--- src/rtl/invaders_pkg.sv ---
// ============================================================================
// Module : invaders_pkg
// Brief  : Shared formation geometry defaults, fire-scheduler FSM encoding
//          and the column-randomiser LFSR definition.
// Rev    : 1.0 - initial release
// ============================================================================
`default_nettype none

package invaders_pkg;

    localparam int DEF_N_COLS  = 11;
    localparam int DEF_N_ROWS  = 5;
    localparam int DEF_N_SLOTS = 3;

    // Fibonacci taps 8,6,5,4 expressed as a mask over bits [7:0]
    localparam logic [7:0] LFSR_TAPS     = 8'hB8;
    localparam logic [7:0] DEF_LFSR_SEED = 8'hA5;

    typedef enum logic [1:0] {
        ST_IDLE   = 2'd0,
        ST_PICK   = 2'd1,
        ST_SCAN   = 2'd2,
        ST_LAUNCH = 2'd3
    } fire_state_t;

    // One shift of the LFSR: feedback is the XOR of the tapped bits
    function automatic logic [7:0] lfsr_step(input logic [7:0] v);
        return {v[6:0], ^(v & LFSR_TAPS)};
    endfunction

endpackage

`default_nettype wire

--- src/rtl/fire_lfsr.sv ---
// ============================================================================
// Module : fire_lfsr
// Brief  : 8-bit Fibonacci LFSR with advance enable; exposes its low bits.
// Rev    : 1.0 - initial release
// ============================================================================
`default_nettype none

module fire_lfsr
    import invaders_pkg::*;
#(
    parameter logic [7:0] SEED  = DEF_LFSR_SEED,
    parameter int         OUT_W = 4
) (
    input  logic             clk,
    input  logic             rst,
    input  logic             advance_i,
    output logic [OUT_W-1:0] lfsr_o
);

    logic [7:0] lfsr_q;

    // Shift register state; holds when advance is low
    always_ff @(posedge clk or posedge rst) begin
        if (rst) begin
            lfsr_q <= SEED;
        end else if (advance_i) begin
            lfsr_q <= lfsr_step(lfsr_q);
        end
    end

    assign lfsr_o = lfsr_q[OUT_W-1:0];

endmodule

`default_nettype wire

--- src/rtl/invader_fire_scheduler.sv ---
// ============================================================================
// Module : invader_fire_scheduler
// Brief  : Chooses when the formation fires, the firing column (lowest alive
//          invader found by a cell-per-cycle scan) and the free missile slot,
//          and hands the shot to the missile datapath over valid/ready.
//          Optional feature macro: FIRE_AIMED_EN (alternate shots start the
//          scan at the player's column).
// Rev    : 1.0 - initial release
// ============================================================================
`default_nettype none

module invader_fire_scheduler
    import invaders_pkg::*;
#(
    parameter int         N_COLS          = DEF_N_COLS,
    parameter int         N_ROWS          = DEF_N_ROWS,
    parameter int         N_SLOTS         = DEF_N_SLOTS,
    parameter int         COOLDOWN_FRAMES = 16,
    parameter logic [7:0] LFSR_SEED       = DEF_LFSR_SEED
) (
    input  logic                     clk,
    input  logic                     rst,
    input  logic                     frame_i,
    input  logic                     enable_i,
    input  logic [N_ROWS*N_COLS-1:0] alive_i,
    input  logic [N_SLOTS-1:0]       slot_busy_i,
`ifdef FIRE_AIMED_EN
    input  logic [3:0]               player_col_i,
`endif
    output logic                     launch_valid_o,
    input  logic                     launch_ready_i,
    output logic [1:0]               launch_slot_o,
    output logic [3:0]               launch_col_o,
    output logic [2:0]               launch_row_o
);

    localparam int         CELL_W      = $clog2(N_ROWS*N_COLS);
    localparam logic [3:0] COLS_4      = 4'(N_COLS);
    localparam logic [3:0] COL_LAST    = 4'(N_COLS-1);
    localparam logic [2:0] ROW_TOP     = 3'(N_ROWS-1);
    localparam logic [7:0] COOL_RELOAD = 8'(COOLDOWN_FRAMES);

    fire_state_t       state_q;
    logic [7:0]        cooldown_q;
    logic [1:0]        slot_q;
    logic [3:0]        col_q;
    logic [2:0]        row_q;
    logic [3:0]        tried_q;
    logic              valid_q;
`ifdef FIRE_AIMED_EN
    logic              aim_q;
`endif

    logic [3:0]        lfsr_nib;
    logic [3:0]        start_col_d;
    logic [1:0]        free_slot_d;
    logic              slot_free_d;
    logic [CELL_W-1:0] cell_idx;

    fire_lfsr #(
        .SEED  (LFSR_SEED),
        .OUT_W (4)
    ) u_lfsr (
        .clk       (clk),
        .rst       (rst),
        .advance_i (1'b1),
        .lfsr_o    (lfsr_nib)
    );

    assign cell_idx = CELL_W'(row_q) * CELL_W'(N_COLS) + CELL_W'(col_q);

    // Start column: LFSR nibble folded into range, or the clamped player column on aimed turns
    always_comb begin
        start_col_d = (lfsr_nib >= COLS_4) ? (lfsr_nib - COLS_4) : lfsr_nib;
`ifdef FIRE_AIMED_EN
        if (aim_q) begin
            start_col_d = (player_col_i > COL_LAST) ? COL_LAST : player_col_i;
        end
`endif
    end

    // Lowest-index free slot; iterating downwards lets the lowest index win
    always_comb begin
        free_slot_d = '0;
        slot_free_d = 1'b0;
        for (int i = N_SLOTS-1; i >= 0; i--) begin
            if (!slot_busy_i[i]) begin
                free_slot_d = 2'(i);
                slot_free_d = 1'b1;
            end
        end
    end

    // Scheduler FSM with cooldown, scan position and registered launch request
    always_ff @(posedge clk or posedge rst) begin
        if (rst) begin
            state_q    <= ST_IDLE;
            cooldown_q <= COOL_RELOAD;
            slot_q     <= '0;
            col_q      <= '0;
            row_q      <= '0;
            tried_q    <= '0;
            valid_q    <= 1'b0;
`ifdef FIRE_AIMED_EN
            aim_q      <= 1'b0;
`endif
        end else if (state_q == ST_IDLE) begin
            // Frames only count down while idle, whatever enable says
            if (frame_i && (cooldown_q != 8'd0)) begin
                cooldown_q <= cooldown_q - 8'd1;
            end
            if (enable_i && (cooldown_q == 8'd0) && slot_free_d) begin
                state_q <= ST_PICK;
            end
        end else if (!enable_i) begin
            // Abort: cooldown keeps its value so the next shot is not delayed
            state_q <= ST_IDLE;
            valid_q <= 1'b0;
        end else begin
            case (state_q)
                ST_PICK: begin
                    slot_q  <= free_slot_d;
                    col_q   <= start_col_d;
                    row_q   <= ROW_TOP;
                    tried_q <= '0;
                    state_q <= ST_SCAN;
`ifdef FIRE_AIMED_EN
                    aim_q   <= ~aim_q;
`endif
                end
                ST_SCAN: begin
                    if (alive_i[cell_idx]) begin
                        state_q <= ST_LAUNCH;
                        valid_q <= 1'b1;
                    end else if (row_q != 3'd0) begin
                        row_q <= row_q - 3'd1;
                    end else begin
                        col_q   <= (col_q == COL_LAST) ? 4'd0 : (col_q + 4'd1);
                        row_q   <= ROW_TOP;
                        tried_q <= tried_q + 4'd1;
                        if (tried_q == COL_LAST) begin
                            // Whole formation dead: give up this attempt
                            state_q    <= ST_IDLE;
                            cooldown_q <= COOL_RELOAD;
                        end
                    end
                end
                ST_LAUNCH: begin
                    if (launch_ready_i) begin
                        valid_q    <= 1'b0;
                        state_q    <= ST_IDLE;
                        cooldown_q <= COOL_RELOAD;
                    end
                end
                default: state_q <= ST_IDLE;
            endcase
        end
    end

    assign launch_valid_o = valid_q;
    assign launch_slot_o  = slot_q;
    assign launch_col_o   = col_q;
    assign launch_row_o   = row_q;

endmodule

`default_nettype wire

--- config.mk ---
export PLATFORM = sky130hd
export DESIGN_NAME = invader_fire_scheduler
export DESIGN_NICKNAME = d
export VERILOG_FILES = /design/src/rtl/invaders_pkg.sv /design/src/rtl/fire_lfsr.sv /design/src/rtl/invader_fire_scheduler.sv
export SDC_FILE = /design/constraint.sdc
export NUM_CORES = 1
export LEC_CHECK = 0
export ABC_AREA = 0
export BUFFER_PORTS_ARGS = -buffer_cell sky130_fd_sc_hd__buf_4
export CAP_MARGIN = 25
export CORE_AREA = 2 2 52 103
export CTS_CLUSTER_SIZE = 25
export DETAILED_ROUTE_END_ITERATION = 10
export DIE_AREA = 0 0 54 105
export PLACE_DENSITY_LB_ADDON = 0.1
export SYNTH_ARGS = -nofsm -noshare
export SYNTH_HDL_FRONTEND = slang
export SYNTH_SLANG_ARGS = --single-unit
--- constraint.sdc ---
create_clock -name clk -period 5.45 [get_ports clk]
set_input_delay 0.8175 -clock clk [delete_from_list [all_inputs] [get_ports clk]]
set_output_delay 0.8175 -clock clk [all_outputs]
set_load 0.01 [all_outputs]
Yosys cells after proc, flatten, opt, wreduce, memory -nomap -nowiden
Index checks and enable logic that the tools add are counted.
Widths: inputs -> output; s select.

word-level totals
  output and inout bits = 10
  input bits = 63
  logic and storage cells = 93
  bits in registers = 32

cells by class
  $add $sub $neg = 6
  mux-type cells = 39
  reduce and logical (&&, ||, !) cells = 17
  $lt $le $gt $ge = 2
  bitwise operators = 1
  multipliers = 1
  equal/unequal tests = 19

operators by type and width
  cell                 number
  $mux 8               7
  $mux 4               6
  $mux 2               10
  $ne 3x3->1 const B   6
  $pmux 4 s2           2
  $pmux 8 s2           1
  $reduce_and 4->1     3
  $ne 5x5->1 const B   2
  $add 4x1->4 const B  2
  $eq 4x4->1 const B   2
  $logic_not 8->1      1
  $reduce_bool 8->1    1
  $reduce_xor 8->1     1
  $sub 8x1->8 const B  1
  $lt 6x7->1 const B   1
  $mux 1               7
  $reduce_and 7->1     1
  $add 6x4->6          1
  $bmux 1 s6           1
  $mul 3x4->6 const B  1
  $mux 3               2
  $pmux 2 s3           1
  $pmux 3 s2           1
  $reduce_bool 3->1    2
  other kinds (16)     22

Depth between registers and ports, before layout
  depth in word-level cells = 8
  depth in mapped cells = 14

Modules after synthesis
Synthesis repeated with hierarchy kept, for this count alone.

unflattened totals
  cell total of the unflattened synthesis = 262
  area, all modules = 2677.6 um2

by module, submodules not included
  module                  instances  area an instance (um2)  cells an instance
  invader_fire_scheduler  1          2319.7                  236
  fire_lfsr               1          357.8                   26

Worst setup path before layout
No wires, ideal clock.

  path kind = register -> register
  from = reg row_q[1] (netlist: launch_row_o[1])
  to = reg col_q[0] (netlist: launch_col_o[0])
  path slack = 1.847 ns
  library setup time = 0.125 ns
  buffers on the path = 0
  cell stages (with the launch flop) = 11
  arrival time = 3.479 ns
  clock period less this slack = 3.603 ns
  data required time = 5.325 ns
  cell sequence = dfrtp_1 > ha_1 > fa_1 > fa_1 > a21o_1 > a21oi_1 > xnor2_1 > or4_4 > a41o_2 > nand3_4 > mux2_4

between the ends
  word-level cells in the longest chain between the ends = 6
  elaborated cells between the ends (all ways) = 8
  those cells by class = 1 x add/sub; 1 x mul; 2 x eq/ne; 2 x mux; 2 x reduce/logical

ends and longest elaborated chain
  element                              RTL line                       source
  start, declared                      invader_fire_scheduler.sv:47   logic [2:0] row_q;
  start signal, assigned               invader_fire_scheduler.sv:136  row_q <= row_q - 3'd1;
  $mul 3x4->6                          invader_fire_scheduler.sv:70   assign cell_idx = CELL_W'(row_q) * CELL_W'(N_COLS) + CELL_W'(col_q);
  $add 6x4->6                          invader_fire_scheduler.sv:70
  $bmux 1 s6                           invader_fire_scheduler.sv:132  if (alive_i[cell_idx]) begin
  $mux 1 (not written as such)         invader_fire_scheduler.sv:132
  $ne 2x2->1 (no source line)          -
  $reduce_and 5->1 (no source line) *  -
  end signal, assigned                 invader_fire_scheduler.sv:123  col_q <= start_col_d;
  end signal, assigned                 invader_fire_scheduler.sv:138  col_q <= (col_q == COL_LAST) ? 4'd0 : (col_q + 4'd1);
  end, declared                        invader_fire_scheduler.sv:46   logic [3:0] col_q;

Mark *: on every way between the ends. The rest lies on a longest branch, timed or not. The select of a mux whose other input is x is not followed.
A chain may end at the register's enable or synchronous reset.

Worst setup path in the final report
  from = reg row_q[1] (netlist: launch_row_o[1])
  to = reg state_q[1]

between the ends
  word-level cells in the longest chain between the ends = 8
  elaborated cells between the ends (all ways) = 12
  those cells by class = 1 x add/sub; 1 x mul; 2 x eq/ne; 6 x mux; 2 x reduce/logical

ends and longest elaborated chain
  element                       RTL line                       source
  $mul 3x4->6                   invader_fire_scheduler.sv:70
  $add 6x4->6                   invader_fire_scheduler.sv:70
  $bmux 1 s6                    invader_fire_scheduler.sv:132
  $mux 1 (not written as such)  invader_fire_scheduler.sv:132
  $mux 2                        invader_fire_scheduler.sv:132
  $pmux 2 s3                    invader_fire_scheduler.sv:120  case (state_q)
  $mux 2                        invader_fire_scheduler.sv:115  end else if (!enable_i) begin
  $mux 2                        invader_fire_scheduler.sv:107  end else if (state_q == ST_IDLE) begin
  end signal, assigned          invader_fire_scheduler.sv:113  state_q <= ST_PICK;
  end signal, assigned          invader_fire_scheduler.sv:117  state_q <= ST_IDLE;
  end signal, assigned          invader_fire_scheduler.sv:133  state_q <= ST_LAUNCH;
  end, declared                 invader_fire_scheduler.sv:43   fire_state_t state_q;

Several ways; a longest one is shown, not always the timed one. The select of a mux whose other input is x is not followed.

==> metrics.log <==
INFO  metric final.setup_skew = 0.0114 ns
INFO  metric grt-ovfl-total = 0
INFO  metric drtAntennaViolNets = 0
INFO  metric reg2reg_from = launch_row_o[1]
INFO  metric grt_pass1_wl = 10.6 mm
INFO  metric count_of_input_and_output_buffers = 72
INFO  metric leading_cell_type_in_the_layout_fill_and_taps_excluded = buf_4
INFO  metric max_fclk = 0.244 GHz
INFO  metric synth.top_cells.by_area = dfrtp_1, mux4_2, ha_1, mux2i_1, dfstp_2
INFO  metric reg2reg_to = state_q[1]
INFO  metric mappedNetlistNets = 343
INFO  metric timing.setup.tns = 0 ns
INFO  metric finalHoldViolCount = 0
INFO  metric setup.worst_path.start_class = flip-flop
INFO  metric synth-simple-area-share = 0.134
INFO  metric synth_flop_cell = dfrtp_1
INFO  metric cp.required = 5.63 ns
INFO  metric worst_hold_path.num_cells = 0
INFO  metric critical_path.endpoint_type = flip-flop
INFO  metric core_region_area = 0.00486 mm²
INFO  metric antenna_found_initial = 0
INFO  metric clock_tree.buffer_depth = 2
INFO  metric hold_ws = 0.356 ns
INFO  metric insertedDiodeCount = 0
INFO  metric critPathKind = reg2reg
INFO  metric ff2ff_path_depth = 10
INFO  metric rsz_0062_raised_after_global_routing = no
INFO  metric synth_cell_type_count = 53
INFO  metric grt_max_degree = 33
INFO  metric boundaryPins = 73
INFO  metric worstSkewPairLatency = 0.30 ns
INFO  metric timing.reg2reg.setup_slack = 1.35 ns
INFO  metric run_status = finished, final reports clean
INFO  metric tightest_slew = 0.777 ns
INFO  metric synth_compound_gate_area_share = 0.163
INFO  metric crit_chain = ha_1, fa_1, fa_1, mux4_2, mux2i_1, mux2i_1, nand3b_1, nand4_1, o221ai_2, mux2_1
INFO  metric cts_root_buffer = clkbuf_8
INFO  metric synthMuxAreaShare = 0.188
INFO  metric clk_pin_slew_worst_paths = 0.07 ns
INFO  metric critical_path.slowest_cell = fa_1
INFO  metric final_nets = 411
INFO  metric synthCells = 255
INFO  metric via_count_of_the_first_global_routing_pass = 2370
INFO  metric tritoncts = built
INFO  metric worst-path-max-fanout = 11
INFO  metric post_drt_via_cell_ratio = 5.99
INFO  metric route.final.wire_length = 6.63 mm
INFO  metric cts.sink_count = 32
INFO  metric post_cts.resized_instances = 0
INFO  metric vdd.ir_drop.worst = 0.422 mV
INFO  metric setup-violations-final = 0
INFO  metric max_slew_margin = 0.482
INFO  metric max_cap_violations = 0
INFO  metric min-delay-start = u_lfsr.lfsr_q[6]
INFO  metric xor_xnor_share_of_the_synthesized_area = 0.0295
INFO  metric die_width = 54 µm
INFO  metric starting_density = 0.541
INFO  metric ys.warnings.count = 0
INFO  metric cts_max_level = 2
INFO  metric final_instance_area = 0.00329 mm²
INFO  metric overall_routing_resource_usage = 0.252
INFO  metric min_period_over_period = 0.752
INFO  metric dp_hpwl = 5.25 mm
INFO  metric dominant_combinational_cell_family_by_area_after_synthesis = multiplexers
INFO  metric hold_buffers = 0
INFO  metric dr.pass1.iters = 4
INFO  metric most-common-layout-cells = buf_4, dfrtp_1, ha_1
INFO  metric synth_seq_cells = 32
INFO  metric wire_per_inst = 17.4 µm
INFO  metric synth_fa_ha_area_frac = 0.127
INFO  metric floorplan.die_area = 0.00567 mm²
INFO  metric post_synth_instance_area = 0.00263 mm²
INFO  metric floorplan.rows = 36
INFO  metric postCtsSetupBuffers = 0
INFO  metric drt-initial-drc-count = 42
INFO  metric synth_top_area_share = 0.257
INFO  metric slew_violations = 0
INFO  metric postPlaceCellArea = 0.00318 mm²
INFO  metric min_period = 4.10 ns
INFO  metric synth_sequential_area_ratio = 0.307
INFO  metric gp_congestion = 0.779
INFO  metric holdPathEnd = u_lfsr.lfsr_q[7]
INFO  metric syn_area_per_cell = 10.3 µm²
INFO  metric post_route_cells_drive_above_1_share = 0.336
INFO  metric tritoncts_buffer_count = 5
INFO  metric synth_enable_flop_cells = 0
INFO  metric static-leakage-power = 0.00156 µW
INFO  metric postSynth.asyncResetShare = 1.00
INFO  metric die_h = 105 µm
INFO  metric route.detailed.drc = 0
INFO  metric via_count = 2283
INFO  metric critical_path.max_stage_delay = 0.76 ns
INFO  metric min_path_type = reg2reg
INFO  metric pwr_density_cell = 471 mW/mm²
INFO  metric top_cell_type_by_total_area_after_synthesis = dfrtp_1
INFO  metric cp.arrival = 4.28 ns
INFO  metric area_delta_synth_final = 25.0%
==> worst max-delay path, delay by kind of cell, from the launching register on <==
kind	cells	cell delay (ns)
mux	4	0.93
simple gates	2	0.58
flops	1	0.45
compound gates	1	0.40
fa+ha+maj	3	1.62
==> cell type report <==
class | instances | area, µm²
clock inverters | 2 | 35.0
clock buffers | 6 | 72.6
multi-input cells | 193 | 1690
flip-flops and latches | 32 | 807
repair buffers | 73 | 548
inverters | 18 | 67.6
well taps | 57 | 71.3
fillers | 429 | 1570
==> layer usage <==
metal | GRT usage | vias up | wire [µm]
met5 | 0 | - | 0
met4 | 0.139 | 0 | 308
met3 | 0.0357 | 23 | 322
met2 | 0.463 | 72 | 3830
met1 | 0.248 | 1108 | 2170
li1 | - | 1080 | -
==> where the power goes <==
part | switching, µW | leakage [µW] | internal, µW
Clock | 93.4 | 0.0000552 | 136
Combinational | 531 | 0.00110 | 430
Sequential | 66.1 | 0.000409 | 295
==> state kept, by name, summed over array words and instances (netlist names) <==
register	count
cooldown_q	8
launch_col_o	4
launch_row_o	3
launch_slot_o	2
launch_valid_o	1
state_q	2
tried_q	4
u_lfsr.lfsr_q	8
==> metrics by stage <==
step	worst slack (ns)	utilization	power, µW	instances
6_report	1.35	0.677	1550	381
2_1_floorplan	1.85	-	1130	255
4_1_cts	1.32	0.677	1560	381
5_1_grt	1.06	0.677	1670	381
3_5_place_dp	1.34	0.655	1330	373
3_3_place_gp	1.41	0.655	1310	373
==> how the worst max path moves through the flow <==
stage / start / end / slack, ns / cells past startpoint
CTS: launch_row_o[1] / state_q[1] / 1.32 / 10
floorplan: launch_row_o[1] / launch_col_o[0] / 1.85 / 10
finish: launch_row_o[1] / state_q[1] / 1.35 / 10
detailed placement: launch_row_o[1] / state_q[1] / 1.34 / 10
global placement: launch_row_o[1] / state_q[1] / 1.41 / 10
global route: launch_row_o[1] / state_q[1] / 1.06 / 10
==> logic make-up (layout without fill, tap and decap cells) <==
family / count (synthesis) / in the layout
buffers and inverters: 30 / 99
XOR/XNOR: 8 / 8
flip-flops: 32 / 32
adder cells (fa/ha/maj): 25 / 25
multiplexers: 32 / 32
AND/OR/NAND/NOR: 67 / 67
AO/OA/AOI/OAI: 61 / 61
==> cells in the mapped netlist, types with 3 or more instances <==
cell type,instances
dfrtp_1,27
ha_1,22
nand2_1,21
inv_1,18
mux2i_1,15
a21oi_1,13
mux4_2,13
nor2_1,12
o21ai_0,12
clkbuf_1,6
nand3_1,6
nor3_1,6
a21o_1,5
a31oi_1,5
dfstp_2,5
o211ai_1,5
xnor2_1,4
a22oi_1,3
buf_2,3
fa_1,3
nand3b_1,3
nand4_1,3
nor2b_1,3
or3_1,3
xor2_1,3
No activity file was read; power rests on OpenSTA's default activity.
